File: config.mk
export PLATFORM = sky130hd
export DESIGN_NAME = multicycle_stage_ctrl
export DESIGN_NICKNAME = d
export VERILOG_FILES = /design/src/rtl/multicycle_stage_ctrl.sv
export SDC_FILE = /design/constraint.sdc
export NUM_CORES = 1
export LEC_CHECK = 0
export ABC_AREA = 0
export BUFFER_PORTS_ARGS = -buffer_cell sky130_fd_sc_hd__buf_4
export CELL_PAD_IN_SITES_DETAIL_PLACEMENT = 1
export CELL_PAD_IN_SITES_GLOBAL_PLACEMENT = 2
export CORE_MARGIN = 2
export CORE_UTILIZATION = 31
export DETAILED_ROUTE_END_ITERATION = 12
export PLACE_DENSITY = 0.75
export SETUP_SLACK_MARGIN = 0.4
export SYNTH_ARGS = -nofsm -noshare
export SYNTH_HDL_FRONTEND = slang
export SYNTH_SLANG_ARGS = --single-unit
File: constraint.sdc
create_clock -name clk -period 2.9 [get_ports clk]
set_input_delay 0.29 -clock clk [delete_from_list [all_inputs] [get_ports clk]]
set_output_delay 0.29 -clock clk [all_outputs]
set_load 0.1 [all_outputs]
File: src/rtl/multicycle_stage_ctrl.sv
// Multicycle MIPS stage-sequencing controller.
// Steps each instruction through F/D/E/M/W, skipping the stages its opcode class
// does not need. It handles imem/dmem req/ack stalls, a global freeze, an optional
// stall watchdog, an absorbing TRAP state and a retired-instruction counter.
module multicycle_stage_ctrl #(
  parameter int OP_W      = 6,
  parameter int FUNC_W    = 6,
  parameter int CNT_W     = 32,
  parameter int STALL_MAX = 0
) (
  input  logic              clk,
  input  logic              reset,
  input  logic              freeze,
  input  logic [OP_W-1:0]   op,
  input  logic [FUNC_W-1:0] func,
  output logic              imem_req,
  input  logic              imem_ack,
  output logic              dmem_req,
  output logic              dmem_we,
  input  logic              dmem_ack,
  output logic [2:0]        state,
  output logic              rf_we,
  output logic              instr_retire,
  output logic [CNT_W-1:0]  retire_cnt,
  output logic              trap,
  output logic [1:0]        trap_cause
);

  localparam logic [2:0] S_F    = 3'd1;
  localparam logic [2:0] S_D    = 3'd2;
  localparam logic [2:0] S_E    = 3'd3;
  localparam logic [2:0] S_M    = 3'd4;
  localparam logic [2:0] S_W    = 3'd5;
  localparam logic [2:0] S_TRAP = 3'd6;

  localparam logic [2:0] C_NOP  = 3'd0;
  localparam logic [2:0] C_R    = 3'd1;
  localparam logic [2:0] C_ADDI = 3'd2;
  localparam logic [2:0] C_J    = 3'd3;
  localparam logic [2:0] C_BEQ  = 3'd4;
  localparam logic [2:0] C_LW   = 3'd5;
  localparam logic [2:0] C_SW   = 3'd6;
  localparam logic [2:0] C_ILL  = 3'd7;

  localparam logic [1:0] CAUSE_ILL  = 2'd1;
  localparam logic [1:0] CAUSE_IMEM = 2'd2;
  localparam logic [1:0] CAUSE_DMEM = 2'd3;

  // Watchdog counts 0..STALL_MAX-1; the last unacked cycle traps.
  localparam int              WD_W    = (STALL_MAX > 1) ? $clog2(STALL_MAX) : 1;
  localparam logic [WD_W-1:0] WD_LAST = WD_W'((STALL_MAX > 0) ? (STALL_MAX - 1) : 0);
  localparam bit              WD_ON   = (STALL_MAX > 0);

  logic [2:0]       r_state;
  logic [2:0]       r_cls;
  logic [WD_W-1:0]  r_wd;
  logic [CNT_W-1:0] r_cnt;
  logic [1:0]       r_trap_cause;

  logic [2:0]       w_dec_cls;
  logic [2:0]       w_next_state;
  logic [WD_W-1:0]  w_wd_next;
  logic [1:0]       w_cause_next;
  logic             w_retire;
  logic             w_fetch_done;

  // Classify the incoming opcode/func pair.
  always_comb begin
    w_dec_cls = C_ILL;
    if (op == '0) begin
      w_dec_cls = (func == '0) ? C_NOP : C_R;
    end else if (op == OP_W'(8'h08)) begin
      w_dec_cls = C_ADDI;
    end else if (op == OP_W'(8'h02)) begin
      w_dec_cls = C_J;
    end else if (op == OP_W'(8'h04)) begin
      w_dec_cls = C_BEQ;
    end else if (op == OP_W'(8'h23)) begin
      w_dec_cls = C_LW;
    end else if (op == OP_W'(8'h2B)) begin
      w_dec_cls = C_SW;
    end
  end

  assign w_fetch_done = (r_state == S_F) && imem_ack && !freeze;

  // Next state, retire, watchdog and trap cause; freeze holds everything.
  always_comb begin
    w_next_state = r_state;
    w_wd_next    = r_wd;
    w_cause_next = r_trap_cause;
    w_retire     = 1'b0;
    if (!freeze) begin
      case (r_state)
        S_F: begin
          if (imem_ack) begin
            w_next_state = S_D;
            w_wd_next    = '0;
          end else if (WD_ON) begin
            if (r_wd == WD_LAST) begin
              w_next_state = S_TRAP;
              w_cause_next = CAUSE_IMEM;
              w_wd_next    = '0;
            end else begin
              w_wd_next = r_wd + WD_W'(1);
            end
          end
        end
        S_D: begin
          w_wd_next = '0;
          case (r_cls)
            C_NOP, C_J: begin
              w_next_state = S_F;
              w_retire     = 1'b1;
            end
            C_ILL: begin
              w_next_state = S_TRAP;
              w_cause_next = CAUSE_ILL;
            end
            default: w_next_state = S_E;
          endcase
        end
        S_E: begin
          w_wd_next = '0;
          case (r_cls)
            C_BEQ: begin
              w_next_state = S_F;
              w_retire     = 1'b1;
            end
            C_LW, C_SW: w_next_state = S_M;
            default:    w_next_state = S_W;
          endcase
        end
        S_M: begin
          if (dmem_ack) begin
            w_wd_next = '0;
            if (r_cls == C_SW) begin
              w_next_state = S_F;
              w_retire     = 1'b1;
            end else begin
              w_next_state = S_W;
            end
          end else if (WD_ON) begin
            if (r_wd == WD_LAST) begin
              w_next_state = S_TRAP;
              w_cause_next = CAUSE_DMEM;
              w_wd_next    = '0;
            end else begin
              w_wd_next = r_wd + WD_W'(1);
            end
          end
        end
        S_W: begin
          w_wd_next    = '0;
          w_next_state = S_F;
          w_retire     = 1'b1;
        end
        S_TRAP: begin
          w_wd_next = '0;
        end
        default: begin
          w_next_state = S_F;
          w_wd_next    = '0;
        end
      endcase
    end
  end

  // State, class, watchdog, retire counter and trap cause registers.
  always_ff @(posedge clk or posedge reset) begin
    if (reset) begin
      r_state      <= S_F;
      r_cls        <= C_NOP;
      r_wd         <= '0;
      r_cnt        <= '0;
      r_trap_cause <= '0;
    end else begin
      r_state      <= w_next_state;
      r_wd         <= w_wd_next;
      r_trap_cause <= w_cause_next;
      if (w_fetch_done) begin
        r_cls <= w_dec_cls;
      end
      if (w_retire) begin
        r_cnt <= r_cnt + CNT_W'(1);
      end
    end
  end

  assign state        = r_state;
  assign imem_req     = !reset && (r_state == S_F);
  assign dmem_req     = !reset && (r_state == S_M);
  assign dmem_we      = !reset && (r_state == S_M) && (r_cls == C_SW);
  assign rf_we        = !reset && (r_state == S_W);
  assign instr_retire = !reset && w_retire;
  assign retire_cnt   = r_cnt;
  assign trap         = !reset && (r_state == S_TRAP);
  assign trap_cause   = r_trap_cause;

endmodule

-- After elaboration in Yosys (flattened, before gate mapping)
Cells that the tools add are included.
- bitwise logic cells: 2
- add/sub/neg operators: 1
- reduce and logical (&&, ||, !) cells: 17
- muxes and demuxes: 19
- eq/ne operators: 18
- operator list (operator ; number):
    adder 32 x 1 -> 32 bit (second input constant) ; 1
    == test 3 bit (second input constant) ; 7
    two-way mux 3 bit ; 6
    case mux 3 bit (5 select lines) ; 1
    == test 6 bit (second input constant) ; 2
    logical NOT 6 bit ; 2
    case mux 3 bit (2 select lines) ; 2
    == test 3 x 2 -> 1 bit (second input constant) ; 3
    logical AND 1 bit ; 8
    two-way mux 1 bit ; 7
    == test 6 x 2 -> 1 bit (second input constant) ; 1
    == test 6 x 3 -> 1 bit (second input constant) ; 1
    == test 6 x 4 -> 1 bit (second input constant) ; 1
    two-way mux 2 bit ; 2
    != test 2 bit (second input constant) ; 2
    case mux 1 bit (4 select lines) ; 1
    AND reduction 4 bit ; 1
    OR reduction 2 bit ; 2
    == test 3 x 1 -> 1 bit (second input constant) ; 1
    logical NOT 3 bit ; 1
    AND reduction 3 bit ; 1
    logical NOT 1 bit ; 2
    NOT 1 bit ; 2
- word-level logic and storage cells: 61
- flip-flop bits (word level): 39
- input bits: 17

-- Longest topological paths before layout
- word-level depth: 7
- gate-level depth with buffers: 7
- gate-level depth less buffers: 5

-- Worst setup path after synthesis
OpenSTA, ideal clock, no wires.
- path type: flip-flop to output port
- from: reg r_state[2] (netlist: state[2])
- to: out dmem_we
- data required time: 2.610 ns
- stages on the path, launching flop included: 4
- data arrival time: 4.706 ns
- path slack: -2.096 ns
- cells stage by stage: dfrtp_1 buf_4 or3b_1 nor4b_1
- cells in the longest elaborated chain, start to end: 3
- RTL lines (item ; line ; RTL):
    start, declared ; 54 ; logic [2:0] r_state;
    start signal, assigned ; 178 ; r_state <= w_next_state;
    == test 3 bit ; 193 ; assign dmem_we = !reset && (r_state == S_M) && (r_cls == C_SW);
    logical AND 1 bit (2 in a row) ; 193 ;
    end, declared ; 19 ; output logic dmem_we,
No other way between the ends.

-- Final worst setup path
- from: reg r_state[0] (netlist: state[0])
- to: out instr_retire
- cells in the longest elaborated chain, start to end: 4
- elaborated cells between the ends (all ways): 7
- those cells by class: 4 x eq/ne; 2 x mux; 1 x reduce/logical
- RTL lines (item ; line ; RTL):
    == test 3 bit / == test 3 x 2 -> 1 bit (equally long branches) ; 94 ; case (r_state)
    case mux 1 bit (4 select lines) * ; 94 ;
    two-way mux 1 bit * ; 93 ; if (!freeze) begin
    logical AND 1 bit * ; 195 ; assign instr_retire = !reset && w_retire;
    end, declared ; 23 ; output logic instr_retire,
Every way passes the cells marked *; elsewhere a longest branch is shown, timed or not.

==> results.json <==
{
  "min_to": "r_cls[1]",
  "async_reset_ff_frac": 1.000,
  "coreArea_sq_mm": 0.006386,
  "clk_path_buf_depth": 2,
  "vias_per_cell": 5.120,
  "grt_overflow_total": 0,
  "clk_pin_slew_ns": 0.07,
  "vias": 1756,
  "timing.rr.end": "retire_cnt[8]",
  "drive_gt1_frac": 0.3421,
  "synth.top_cells.by_count": "38 x dfrtp_1, 23 x xnor2_1, 18 x nand4_1",
  "synth_top_cell_by_area": "dfrtp_1",
  "p_per_area_mw_per_mm2": 689.9,
  "clkPwrFrac": 0.185,
  "grt_pass1_vias": 1843,
  "final_net_count": 283,
  "r2r_slack_ns": 0.58,
  "rows": 29,
  "pwr-share-seq": 0.381,
  "cts_made_buffers": 5,
  "cts-root-buf": "clkbuf_8",
  "globalplace.congestion": 0.8278,
  "hold_viol": 0,
  "synthFlopType": "dfrtp_1",
  "drt_iter0_markers": 55,
  "synthCells": 197,
  "r2r-start": "state[0]",
  "first_pass_iters": 4,
  "fin_crit_ns": 2.409,
  "cts_sinks": 39,
  "synth.area.top_cells": "dfrtp_1 46%, xnor2_1 9.8%, nand4_1 5.5%",
  "yosysWarnings": 0,
  "avgSynthCellArea_sq_um": 10.40,
  "syn-num-nets": 215,
  "drv_cap": 0,
  "worstRegToRegCells": 6,
  "die-area_sq_mm": 0.007278,
  "ioPinCount": 60,
  "max-slew-margin-rel": 0.3908,
  "wl_mm": 5.269,
  "ys_ff_latch": 39,
  "skew_ns": 0.006848,
  "cp-end-kind": "output pin",
  "fillerInstances": 723,
  "path_max_fanout": 14,
  "antenna_found_initial": 0,
  "status": "complete, no violations",
  "io_buffers": 58,
  "rsz0062_at_grt": "false",
  "yosysTopAreaCellShare": 0.4640,
  "drc": 0,
  "die_w_um": 85.31,
  "postLayoutCellArea_sq_mm": 0.002774,
  "start_util": 0.3209,
  "arrival_ns": 2.12,
  "multi_input_area_sq_mm": 0.001076,
  "grt_first_pass_wirelength_mm": 9.225,
  "sw_frac_of_total": 0.4721,
  "worst_slew_pin_slew_ns": 0.9127,
  "synth-edff-count": 0,
  "yosys.cell_types.count": 47,
  "power.leakage_nw": 1.250,
  "fin_crit_sh": 0.8306,
  "power.internal_w": 0.001010,
  "yosysMostFrequentCell": "dfrtp_1",
  "setup_tns_ns": 0,
  "seq_area_sq_um": 985.9,
  "holdCritPathClass": "in2reg",
  "max_freq_ghz": 0.4151,
  "critPathKind": "reg2out",
  "netlist_area_sq_mm": 0.002049,
  "cp-start-kind": "register",
  "dp_hpwl_mm": 3.981,
  "drv_slew": 0,
  "wire_per_inst_um": 15.36,
  "grt_usage": 0.1576,
  "critPathRequiredTime_ns": 2.61,
  "hp-start": "op[4]",
  "dpl_cell_area_sq_mm": 0.002633,
  "syn_to_final_growth_pct": 35.35,
  "setup_viol": 0,
  "htree_levels": 2,
  "cts_tree": "built",
  "antennaDiodeCount": 0,
  "grt_max_degree": 23,
  "pwr-share-comb": 0.434,
  "switchingPower_w": 0.0009035,
  "ant_nets": 0,
  "synth.yosys.seq_area_share": 0.4768,
  "hold-path-cell-count": 2,
  "fp.dieH_um": 85.31,
  "clkLatencyLatePin_ns": 0.29,
  "peakVddDrop_mv": 0.5669
}
==> power by group through the flow <==
stage | clock [W] | combinational (W) | sequential, W
floorplan | 0 | 0.000339 | 0.00100
global placement | 0 | 0.000819 | 0.000734
detailed placement | 0 | 0.000822 | 0.000743
CTS | 0.000370 | 0.000829 | 0.000731
global route | 0.000400 | 0.000879 | 0.000751
finish | 0.000353 | 0.000831 | 0.000729
==> worst max-delay path, stage by stage (launching register included) <==
cell	delay [ns]
dfstp_4	0.52
or4b_1	0.52
o22a_2	0.24
a21o_4	0.24
nor2_4	0.12
buf_12	0.18
==> registers in the layout, indices dropped and copies added (netlist names) <==
name,cells
trap_cause,1
retire_cnt,32
state,3
r_cls,3
==> how the worst max path moves through the flow <==
stage	to	startpoint	slack, ns
6_report	instr_retire	state[0]	0.49
5_1_grt	instr_retire	state[0]	0.42
4_1_cts	instr_retire	state[0]	0.43
3_5_place_dp	retire_cnt[24]	state[0]	0.48
3_3_place_gp	retire_cnt[28]	state[0]	0.53
2_1_floorplan	dmem_we	state[2]	0.33
==> cell usage in the layout (no fill, tap or decap), types with 6 or more instances in the layout <==
cell and instances:
buf_4 66, nor2_1 9, xor2_1 9, nand2_1 14, nor3_1 11, nand3_1 6
nand4_1 18, and3_1 6, xnor2_1 23, dfrtp_1 36
==> routing by layer <==
metal	wire length (um)	GRT usage
met1	2525	0.2200
met2	2462	0.2500
met3	229	0.03405
met4	51	0.03896
met5	0	0
==> layout make-up <==
cell class,instances,area share
sequential,39,0.3554
clock buffer,7,0.02751
timing repair buffer,67,0.1858
tap,77,0.03473
multi-input combinational,147,0.3879
inverter,5,0.006766
clock inverter,1,0.001804
==> through the flow <==
step                power, W    util  cells  worst slack [ns]  hold slack (ns)
floorplan           0.001340       -    197            0.3301           0.4399
global route        0.002030  0.4344    343            0.4181           0.2691
global placement    0.001554  0.4122    330            0.5329           0.4599
CTS                 0.001930  0.4273    338            0.4283           0.2696
detailed placement  0.001564  0.4122    330            0.4833           0.4670
finish              0.001914  0.4344    343            0.4912           0.2722
==> kinds of logic (layout without fill, tap and decap cells) <==
group           after synthesis  count (layout)  share of synthesized area
fa+ha+maj                     1               1                   0.006104
buf+inv                      11              80                    0.02991
compound gates               19              19                    0.07448
mux                           1               1                   0.005494
other cells                   1               1                   0.001830
xor+xnor                     33              33                     0.1447
simple gates                 92              92                     0.2607
flops                        39              39                     0.4768
==> repair_timing <==
| item | 4_1_cts | 5_1_grt |
|---|---|---|
| endpoints found under the setup margin | 1 | 8 |
| pin swaps | 0 | 1 |
| hold buffers | 0 | 0 |
| buffers inserted | 0 | 5 |
| resized for setup | 4 | 2 |
No activity file was read; power rests on OpenSTA's default activity.
